===== src/rtl/mc_cfg_pkg.sv =====
// Shared types and constants for the macrocell configuration loader.
// Holds the loader state encoding and the per-macrocell fuse field layout.
package mc_cfg_pkg;

    typedef enum logic [1:0] {
        IDLE   = 2'd0,
        LOAD   = 2'd1,
        PARITY = 2'd2,
        COMMIT = 2'd3
    } state_e;

    localparam int BITS_PER_MC = 5;

    localparam int FLD_PT1  = 0;
    localparam int FLD_PT2  = 1;
    localparam int FLD_XA   = 2;
    localparam int FLD_XB   = 3;
    localparam int FLD_XINV = 4;

endpackage


===== src/rtl/mc_cfg_shadow.sv =====
// Shadow register holding a fuse image while it is being loaded.
// Ports: clk/rst_n, clr (wipe image), we/idx/d (single-bit write), q (image).
module mc_cfg_shadow
    import mc_cfg_pkg::*;
#(
    parameter int NUM_MC = 16,
    localparam int W     = NUM_MC * BITS_PER_MC,
    localparam int IW    = $clog2(W)
) (
    input  logic          clk,
    input  logic          rst_n,
    input  logic          clr,
    input  logic          we,
    input  logic [IW-1:0] idx,
    input  logic          d,
    output logic [W-1:0]  q
);

    logic [W-1:0] shadow_d;
    logic [W-1:0] shadow_q;

    always_comb begin
        shadow_d = shadow_q;
        if (clr) begin
            shadow_d = '0;
        end else if (we) begin
            shadow_d[idx] = d;
        end
    end

    always_ff @(posedge clk or negedge rst_n) begin
        if (!rst_n) begin
            shadow_q <= '0;
        end else begin
            shadow_q <= shadow_d;
        end
    end

    assign q = shadow_q;

endmodule


===== src/rtl/mc_cfg_loader.sv =====
// Serial fuse loader: shifts in NUM_MC*5 routing bits plus an even-parity bit
// and commits all macrocell selects at once. Ports: start/abort control,
// cfg_bit/cfg_valid/cfg_ready stream, busy/done/err status, five select buses.
module mc_cfg_loader
    import mc_cfg_pkg::*;
#(
    parameter int NUM_MC = 16
) (
    input  logic              clk,
    input  logic              rst_n,
    input  logic              start,
    input  logic              abort,
    input  logic              cfg_bit,
    input  logic              cfg_valid,
    output logic              cfg_ready,
    output logic              busy,
    output logic              done,
    output logic              err,
    output logic [NUM_MC-1:0] pt1_mux,
    output logic [NUM_MC-1:0] pt2_mux,
    output logic [NUM_MC-1:0] xor_a_mux,
    output logic [NUM_MC-1:0] xor_b_mux,
    output logic [NUM_MC-1:0] xor_inv_mux
);

    localparam int W  = NUM_MC * BITS_PER_MC;
    localparam int CW = $clog2(W);
    localparam logic [CW-1:0] LAST = CW'(W - 1);

    state_e        state_d, state_q;
    logic [CW-1:0] cnt_d, cnt_q;
    logic          par_d, par_q;
    logic          err_d, err_q;
    logic          done_d, done_q;
    logic [W-1:0]  active_d, active_q;

    logic          sh_clr;
    logic          sh_we;
    logic [W-1:0]  sh_q;
    logic          accept;

    assign cfg_ready = (state_q == LOAD) || (state_q == PARITY);
    assign busy      = (state_q != IDLE);
    assign accept    = cfg_valid && cfg_ready;
    assign done      = done_q;
    assign err       = err_q;

    mc_cfg_shadow #(
        .NUM_MC (NUM_MC)
    ) u_shadow (
        .clk   (clk),
        .rst_n (rst_n),
        .clr   (sh_clr),
        .we    (sh_we),
        .idx   (cnt_q),
        .d     (cfg_bit),
        .q     (sh_q)
    );

    always_comb begin
        state_d  = state_q;
        cnt_d    = cnt_q;
        par_d    = par_q;
        err_d    = err_q;
        done_d   = 1'b0;
        active_d = active_q;
        sh_clr   = 1'b0;
        sh_we    = 1'b0;

        unique case (state_q)
            IDLE: begin
                // start together with abort is treated as no request
                if (start && !abort) begin
                    state_d = LOAD;
                    cnt_d   = '0;
                    par_d   = 1'b0;
                    err_d   = 1'b0;
                    sh_clr  = 1'b1;
                end
            end
            LOAD: begin
                if (accept) begin
                    sh_we = 1'b1;
                    par_d = par_q ^ cfg_bit;
                    if (cnt_q == LAST) begin
                        cnt_d   = '0;
                        state_d = PARITY;
                    end else begin
                        cnt_d = cnt_q + CW'(1);
                    end
                end
            end
            PARITY: begin
                if (accept) begin
                    par_d = par_q ^ cfg_bit;
                    if (par_d) begin
                        state_d = IDLE;
                        err_d   = 1'b1;
                    end else begin
                        state_d = COMMIT;
                    end
                end
            end
            COMMIT: begin
                state_d  = IDLE;
                active_d = sh_q;
                done_d   = 1'b1;
            end
            default: begin
                state_d = IDLE;
            end
        endcase

        // Abort wins over everything except reset; err is left as it was.
        if (abort && (state_q != IDLE)) begin
            state_d  = IDLE;
            cnt_d    = '0;
            par_d    = 1'b0;
            err_d    = err_q;
            done_d   = 1'b0;
            active_d = active_q;
            sh_we    = 1'b0;
            sh_clr   = 1'b1;
        end
    end

    always_ff @(posedge clk or negedge rst_n) begin
        if (!rst_n) begin
            state_q  <= IDLE;
            cnt_q    <= '0;
            par_q    <= 1'b0;
            err_q    <= 1'b0;
            done_q   <= 1'b0;
            active_q <= '0;
        end else begin
            state_q  <= state_d;
            cnt_q    <= cnt_d;
            par_q    <= par_d;
            err_q    <= err_d;
            done_q   <= done_d;
            active_q <= active_d;
        end
    end

    // Fan the flat image out to per-field select buses.
    always_comb begin
        pt1_mux     = '0;
        pt2_mux     = '0;
        xor_a_mux   = '0;
        xor_b_mux   = '0;
        xor_inv_mux = '0;
        for (int i = 0; i < NUM_MC; i++) begin
            pt1_mux[i]     = active_q[i*BITS_PER_MC + FLD_PT1];
            pt2_mux[i]     = active_q[i*BITS_PER_MC + FLD_PT2];
            xor_a_mux[i]   = active_q[i*BITS_PER_MC + FLD_XA];
            xor_b_mux[i]   = active_q[i*BITS_PER_MC + FLD_XB];
            xor_inv_mux[i] = active_q[i*BITS_PER_MC + FLD_XINV];
        end
    end

endmodule


===== config.mk =====
export PLATFORM = sky130hd
export DESIGN_NAME = mc_cfg_loader
export DESIGN_NICKNAME = d
export VERILOG_FILES = /design/src/rtl/mc_cfg_pkg.sv /design/src/rtl/mc_cfg_shadow.sv /design/src/rtl/mc_cfg_loader.sv
export SDC_FILE = /design/constraint.sdc
export NUM_CORES = 1
export LEC_CHECK = 0
export CORE_UTILIZATION = 30
export DETAILED_ROUTE_END_ITERATION = 8
export PLACE_DENSITY = 0.51
export SLEW_MARGIN = 10
export SYNTH_ARGS = -nofsm -noshare
export SYNTH_HDL_FRONTEND = slang
export SYNTH_HIERARCHICAL = 1
export SYNTH_SLANG_ARGS = --single-unit

===== constraint.sdc =====
create_clock -name clk -period 6.4 [get_ports clk]
set_input_delay 1.28 -clock clk [delete_from_list [all_inputs] [get_ports clk]]
set_output_delay 1.28 -clock clk [all_outputs]
set_load 0.005 [all_outputs]

==> results.txt, run 1 <==
The final critical path takes up 55.51% of the cycle. Category of the most critical setup path: in -> reg. The logs give 1919 µW for the internal power and 6660 ps for the data required time at the worst endpoint. Final count of pins violating max slew: 0.

The maximum buffer depth of the clock tree is 2. The clock network burns 39.8% of the power. Summed over all nets, the switching power comes to 738.3 µW. The chip height is 164.8 µm.

Walking the worst path, the cells encountered are clkdlybuf4s50_1 > nand2b_4 > nand2_2 > nor2_1 > nor4bb_4 > nand2_1 > mux2i_1. The post-synthesis instance area is 0.007949 mm², and the clock-pin slew on the worst setup and hold paths is 60 ps. For the area of the die, the log shows 0.02715 mm². Setup total negative slack on the finished layout was measured at 0 ps. Leakage power of the design: 0.004740 µW.

After detailed routing, the number of remaining DRC violations is 0. The core region is 0.02606 mm². The largest fanout of any net on the critical path is 10. The H-tree depth reported by CTS was 4; the core occupancy in the finished layout was 37.04%. The detail route stage leaves a number of antenna-violating nets equal to 0. The synthesized flop and latch total is 172, and the data arrival time of the critical path is 3810 ps.

Synthesized instance count: 637. The ratio of total power to cell area was 275.3 mW/mm². The number of antenna violations at the first check in global routing is 0. Timing would allow up to 281.5 MHz. Leaving out fill and tap cells, the most frequent cells in the layout are 172 x dfrtp_1, 88 x clkdlybuf4s50_1, 86 x nand2_1. The setup check on the worst reg-to-reg path leaves a slack of 3370 ps. The post-route netlist has 18.80% of its cells at a drive strength greater than 1. The buffer and inverter count on the worst path is 1.

The share of the Yosys chip area taken by registers is 54.15%. Post-CTS repair changed the size of 0 cells. Of the total power, registers draw 42.5%. The tools report the I/O pin total as 90. The final net count came out at 718. The slowest stage of the critical path belongs to the cell nor4bb_4. The startpoint identified for the worst register-to-register timing path is state_q[1].

At the end of routability-driven placement, the weighted congestion stood at 0.7382. Kind of path behind the tightest hold check: reg -> reg. Compared with the post-synthesis result, the final layout area differs by 21.42%. The half-perimeter wire length after detailed placement came out at 11,140 µm. In this design, the stage delay of the slowest critical-path cell is 910 ps. TritonCTS built the clock tree. The count of synthesis-stage warnings from yosys was 6; the number of clock buffers inserted by TritonCTS was 17. The count of cell types in the netlist is 56, and the minimum clock period after layout is 3552 ps.

For the net count of the mapped netlist, the log shows 650. The number of global-route vias before repair is 5,155, and the global-route wire length before repair is 29,410 µm. Leaving out fill and tap cells, the most frequent cell in the layout is dfrtp_1. For the global-route total usage across every layer, the log shows 14.34%. Ranked by total cell area, the synthesized netlist is headed by dfrtp_1 54%, mux2_2 10%, mux2i_1 10%. Source of the critical timing path: abort. Of all cell types, the one taking the most synthesized area is dfrtp_1. The run finished with clean final reports. Combinational logic is responsible for 17.7% of the overall power. The first detailed-routing pass took 4 iterations. The first routing iteration left 307 violations. Setup repair after global routing left no endpoint under its margin. The global-route congestion overflow total is 0, and the number of failing hold endpoints at the final stage is 0.

The count of flip-flops with a built-in enable after synthesis was 0; the routed wire length was 18,220 µm. The overall via count from detail_route is 4,913, and the clock tree skew after final layout is 13.23 ps. STA classifies the critical path startpoint as a primary input.

IR analysis of the VDD net gives a maximum drop of 0.0002586 V. In this run the critical register-to-register path is captured at u_shadow/q[74]. The critical path endpoint was u_shadow/q[74]. The number of placement rows came out at 59. The kind of cell with the highest combined delay along the critical path is simple AND/OR/NAND/NOR gates. Setup violations remaining at the end of the flow were counted as 0. Counting buffers and inverters, the worst setup path is 7 cells deep. Net switching is 27.78% of the power. In this run the tool buffered the top-level ports with 89 buffer cells. For this run, asynchronously set or reset flops after synthesis account for 100.0%. The tree is rooted in a clkbuf_16.

The share of the synthesized area in the top cell type is 54.15%. The number of hold buffers added after CTS was 0. For this run, the leading register cell type out of synthesis is dfrtp_1. Entering global routing, the biggest net connects 115 pins. At the pin with the least slew margin, the transition time is 1162 ps.

The worst pin sits at a relative slew slack of 22.55%. The tools report the capturing element type of the critical path as a flop. Average routed wire per standard cell: 17.30 µm. The average cell area after synthesis is 12.48 µm², and the clock sink total is 172.

Across the run, the number of max-cap violations was 0. Via-per-instance ratio: 4.666. For this configuration, the core starts out at a cell density of 30.50%. 0 antenna diodes ended up in the layout.

For the worst-skew pair, the clock arrives at the later sink with an insertion delay of 430 ps. In this run the post-CTS setup repair buffer count came out at 0. The worst register-to-register path has a depth of 8. The die is 164.8 µm wide.
## registers in the layout, indices dropped and copies added, names as in the netlist
register / flops
cnt_q: 7
par_q: 1
u_shadow/q: 80
active_q: 80
state_q: 2
done: 1
err: 1
## cells in the mapped netlist (all sizes together) (2+ instances only)
master,instances
dfrtp,172
a21oi,3
mux2,82
nand2b,83
clkbuf,10
nand2,88
and4b,4
and3,3
and4bb,6
o21ai,8
o31ai,2
ha,7
nand3,5
mux2i,80
nor3,4
a211oi,3
nor3b,3
nor4b,5
nor2,4
inv,7
buf,33
o211ai,3
## worst register-to-register path: stages (launching register included)
cell and delay (ps):
dfrtp_1 470, inv_1 170, ha_1 310, nand2b_4 240, nand2_2 90, nor2_1 350, nor4bb_4 910, nand2_1 160
mux2i_1 160
## stage by stage
stage / total power, µW / instance area [µm²] / hold WS, ps / instances / setup WS [ps]
after global placement: 1607 / 9047 / 473.7 / 1021 / 2504
after floorplan: 1492 / 7949 / 459.2 / 637 / 3944
after detailed placement: 1628 / 9047 / 484.3 / 1021 / 2402
after global routing: 2794 / 9652 / 520.0 / 1053 / 2676
after CTS: 2699 / 9652 / 498.9 / 1053 / 2864
final: 2657 / 9652 / 494.1 / 1053 / 2848
## area by class of cell
type | instances | area (µm²)
Fill cell | 2501 | 16410
Tap cell | 335 | 419.2
Sequential cell | 172 | 4304
Clock inverter | 10 | 130.1
Clock buffer | 22 | 474.2
Multi-Input combinational cell | 415 | 3383
Timing Repair Buffer | 92 | 914.6
Inverter | 7 | 26.28
## power by group through the flow
stage	registers [µW]	clock network (µW)	logic, µW
final	1130	1060	471
after global routing	1130	1140	518
after CTS	1130	1090	480
after detailed placement	1150	0	478
after global placement	1150	0	460
after floorplan	1140	0	349
## kinds of logic (layout without fill, tap and decap cells)
family / Yosys count / after routing / share of synthesized area [%]
simple gates: 216 / 216 / 16.54
flops: 172 / 172 / 54.15
mux: 162 / 162 / 21.74
buf+inv: 50 / 131 / 3.715
compound gates: 29 / 29 / 2.645
fa+ha+maj: 7 / 7 / 1.102
xor+xnor: 1 / 1 / 0.1102
## metal layers
metal  vias up  routed length [µm]  GRT usage [%]
met5         -                   0              0
met4         0                 239          4.128
met3        15                 829          3.089
met2        84                8678          22.54
met1      2510                8472          19.77
li1       2304                   -              -
## worst min path at each step
stage	startpoint	to	slack (ps)	cells after the start
detailed placement	active_q[0]	active_q[0]	480	1
finish	active_q[0]	active_q[0]	490	1
floorplan	u_shadow/q[0]	active_q[0]	460	1
global placement	u_shadow/q[50]	active_q[50]	470	1
CTS	active_q[0]	active_q[0]	500	1
global route	active_q[27]	active_q[27]	520	1
(Power assumes the default switching activity.)
==> inputs of run 2 (changes only) <==
--- a/config.mk
+++ b/config.mk
@@ -7,7 +7,7 @@
 export LEC_CHECK = 0
 export CORE_UTILIZATION = 30
 export DETAILED_ROUTE_END_ITERATION = 8
-export PLACE_DENSITY = 0.51
+export PLACE_DENSITY = 0.53
 export SLEW_MARGIN = 10
 export SYNTH_ARGS = -nofsm -noshare
 export SYNTH_HDL_FRONTEND = slang
==> constraint.sdc (replaced) <==
create_clock -name clk -period 3.04 [get_ports clk]
set_input_delay 0.608 -clock clk [delete_from_list [all_inputs] [get_ports clk]]
set_output_delay 0.608 -clock clk [all_outputs]
set_load 0.005 [all_outputs]
==> run 2 against run 1 <==
- count of clock-buffer cells in the layout unchanged
- setup slack got worse by 2500 ps
- non-clock buffer count increased by 14
- core utilization increased by 0.39 points
- critical path depth increased by 1
- clock power increased by 89%
- worst hold slack got worse by 330 ps
- cell area increased by 1.0%
- combinational power increased by 120%
- critical path type is now reg -> reg
==> results.txt, run 2 (synthesis results as in run 1) <==
The flow ran to the end, and the final reports show no timing, DRC or antenna violations. Leaving out fill and tap cells, the most frequent cell in the layout is dfrtp_1. The largest fanout of any net on the critical path is 10 (unchanged).

The tools report the max-capacitance violation count as 0 (unchanged). The sum of negative setup slack was 0 ps (unchanged). The capturing element type of the critical path was a flop. Relative to the synthesized area, the layout overhead comes to 22.70%.

Root buffer selected by CTS: clkbuf_16. For the finished layout, the period the worst path requires is 2694 ps. The core area is 0.02606 mm² (unchanged), and the core occupancy in the finished layout is 37.43% (+0.39 points). Timing would allow up to 371.2 MHz. The run gives 0 (unchanged) as the residual DRC count. Worst slew margin relative to its limit: 55.21% (+33 points). The final count of pins violating max slew was 0 (unchanged); the ratio of total power to cell area was 553.9 mW/mm² (+100%). The kind of path behind the tightest hold check is in -> async. Average routed wire per standard cell: 17.12 µm (-1.1%). The number of buffers added for setup after CTS was 0 (unchanged); the global-route wire length before repair was 29,230 µm (-0.63%). The logs give 0.02715 mm² (unchanged) for the area of the die and 59 (unchanged) for the number of placement rows. The logs give 0.0002791 V (+7.9%) for the maximum ir drop on the vdd rail and 0.004805 µW (+1.4%) for the leakage power of the design. The share of final-layout standard cells stronger than drive strength 1 is 20.14% (+1.3 points), and the last weighted congestion value of the routability-driven placer is 0.7715 (+4.5%). For the power dissipated by switching net loads, the log shows 1518 µW (+110%).

The overall via count from detail_route came out at 4,946 (+0.67%). Clock network power share: 37.0% (-2.8 points). The largest stage delay on the critical path came out at 580 ps (-330 ps).

The signal on the critical path passes through inv_1 > ha_1 > nand2b_4 > nand2_2 > nor2_1 > and4bb_2 > nand2_1 > mux2i_1. Clock sink total: 172 (unchanged). The I/O pin total was 90 (unchanged). The later-pin clock latency in the skew report was 430 ps (about the same). In the finished design, the share of the clock period the worst path needs comes to 88.61%. The horizontal extent of the die is 164.8 µm (unchanged). The run gives 4 (unchanged) as the first-pass detailed-route iteration total. The category of the most critical setup path is reg -> reg. For the pin count of the biggest net entering global routing, the log shows 81 (-30%). The H-tree depth reported by CTS came out at 4 (unchanged). On the critical path the largest part of the delay comes from simple AND/OR/NAND/NOR gates. The share of total power consumed by net switching is 28.10% (+0.32 points), and the final antenna diode count is 0 (unchanged).

The clock-pin slew on the worst setup and hold paths came out at 70 ps (about the same). Internal power: 3884 µW (+100%). The logs give 0 (unchanged) for the count of instances resized after the clock tree is built and 0 (unchanged) for the number of buffers inserted by hold repair at cts.

Routed wire length: 18,230 µm (about the same). The chip height came out at 164.8 µm (unchanged). In the layout the commonest cells are 172 x dfrtp_1, 88 x clkdlybuf4s50_1, 86 x nand2_1.

The global-route total usage across every layer was 14.18% (-0.16 points); the maximum buffer depth of the clock tree was 2 (unchanged). Critical path launch point type: a flop. The count of input and output buffers is 89 (unchanged), and the combinational group share of total power is 19.0% (+1.3 points). The cell with the largest stage delay on the worst path was and4bb_2. The number of antenna violations at the first check in global routing was 0 (unchanged).

The logs give 2,509 (+0.32%) for the number of fill cells in the layout and 14.45 ps (+1.223 ps) for the clock tree skew after final layout. The buffer and inverter count on the worst path came out at 1 (unchanged). The via-per-instance ratio works out to 4.644 (-0.46%).

TritonCTS built the clock tree. Number of global-route vias before repair: 5,160 (+0.097%). Data required time at the worst endpoint: 3330 ps (-3330 ps).

The tools report the data arrival time of the critical path as 2980 ps (-830 ps). The run gives 364 (+19%) as the iteration-0 DRC count of the detailed router. The final count of negative-setup-slack endpoints is 0 (unchanged), and the number of cell instances on the worst register-to-register path is 8 (unchanged).

The number of clock buffers inserted by TritonCTS is 17 (unchanged). The run gives 0 (unchanged) as the global-route congestion overflow total. The transition time of the tightest slew-check pin came out at 671.9 ps (-489.8 ps).

Setup repair after global routing left no endpoint under its margin. The logs give 11,810 µm (+6.0%) for the half-perimeter wire length after detailed placement and 30.50% (unchanged) for the initial core utilization. The number of gates on the worst path with buffers counted came out at 8 (+1). The logs give 0 (unchanged) for the remaining antenna violation count after routing and 0 (unchanged) for the number of failing hold endpoints at the final stage. The final net count is 732 (+1.9%), and the portion of total power attributed to sequential cells is 44.0% (+1.5 points).
[run 2: changes by cell type in the layout (fill, tap and decap cells not counted), sizes merged]
cell,previous run,this run
inv,10,8
buf,4,18
bufinv,2,0
clkinv,3,5
[run 2: metal layers]
metal	global-route usage [%]	vias to the layer above	wire length, µm
met2	22.21	95	8635
met4	3.628	0	194
met1	19.20	2493	8486
met3	3.993	15	916
met5	0	-	0
li1	-	2343	-
[run 2: worst paths after layout]
kind,start,end,slack [ps]
max reg2reg,state_q[1],u_shadow/q[49],350
min reg2reg,u_shadow/q[50],active_q[50],480
min in group clk,u_shadow/q[50],active_q[50],480
max,state_q[1],u_shadow/q[49],350
max in group asynchronous,rst_n,u_shadow/q[43],2120
min,rst_n,active_q[8],170
[run 2: cell type report]
class | count | area [µm²] | area share [%]
Sequential cell | 172 | 4304 | 44.13
Multi-Input combinational cell | 415 | 3383 | 34.69
Timing Repair Buffer | 106 | 1082 | 11.10
Clock buffer | 22 | 474.2 | 4.862
Tap cell | 335 | 419.2 | 4.298
Clock inverter | 8 | 63.81 | 0.6543
Inverter | 7 | 26.28 | 0.2694
[run 2: metrics by stage]
| step | total power, µW | cell area (µm²) | worst slack, ps | hold WS [ps] | cells |
|---|---|---|---|---|---|
| 6_report | 5402 | 9753 | 346.1 | 166.3 | 1065 |
| 5_1_grt | 5649 | 9753 | 46.41 | 198.4 | 1065 |
| 4_1_cts | 5472 | 9753 | 281.9 | 177.7 | 1065 |
| 3_5_place_dp | 3458 | 9215 | 214.1 | 474.3 | 1035 |
| 3_3_place_gp | 3423 | 9215 | 311.5 | 474.5 | 1035 |
| 2_1_floorplan | 3141 | 7949 | 956.2 | 312.4 | 637 |
[run 2: worst reg2reg max path, delay by kind of cell (launching register included)]
| kind | cells | cell delay, ps |
|---|---|---|
| adders and majority gates | 1 | 320 |
| buffers and inverters | 1 | 180 |
| DFF | 1 | 470 |
| muxes | 1 | 150 |
| and+or+nand+nor | 5 | 1450 |
[run 2: power by group through the flow]
stage | registers [µW] | logic, µW | clock network [µW]
3_3_place_gp | 2420 | 1010 | 0
6_report | 2380 | 1030 | 2000
5_1_grt | 2380 | 1110 | 2160
3_5_place_dp | 2420 | 1040 | 0
4_1_cts | 2380 | 1040 | 2060
2_1_floorplan | 2410 | 734 | 0
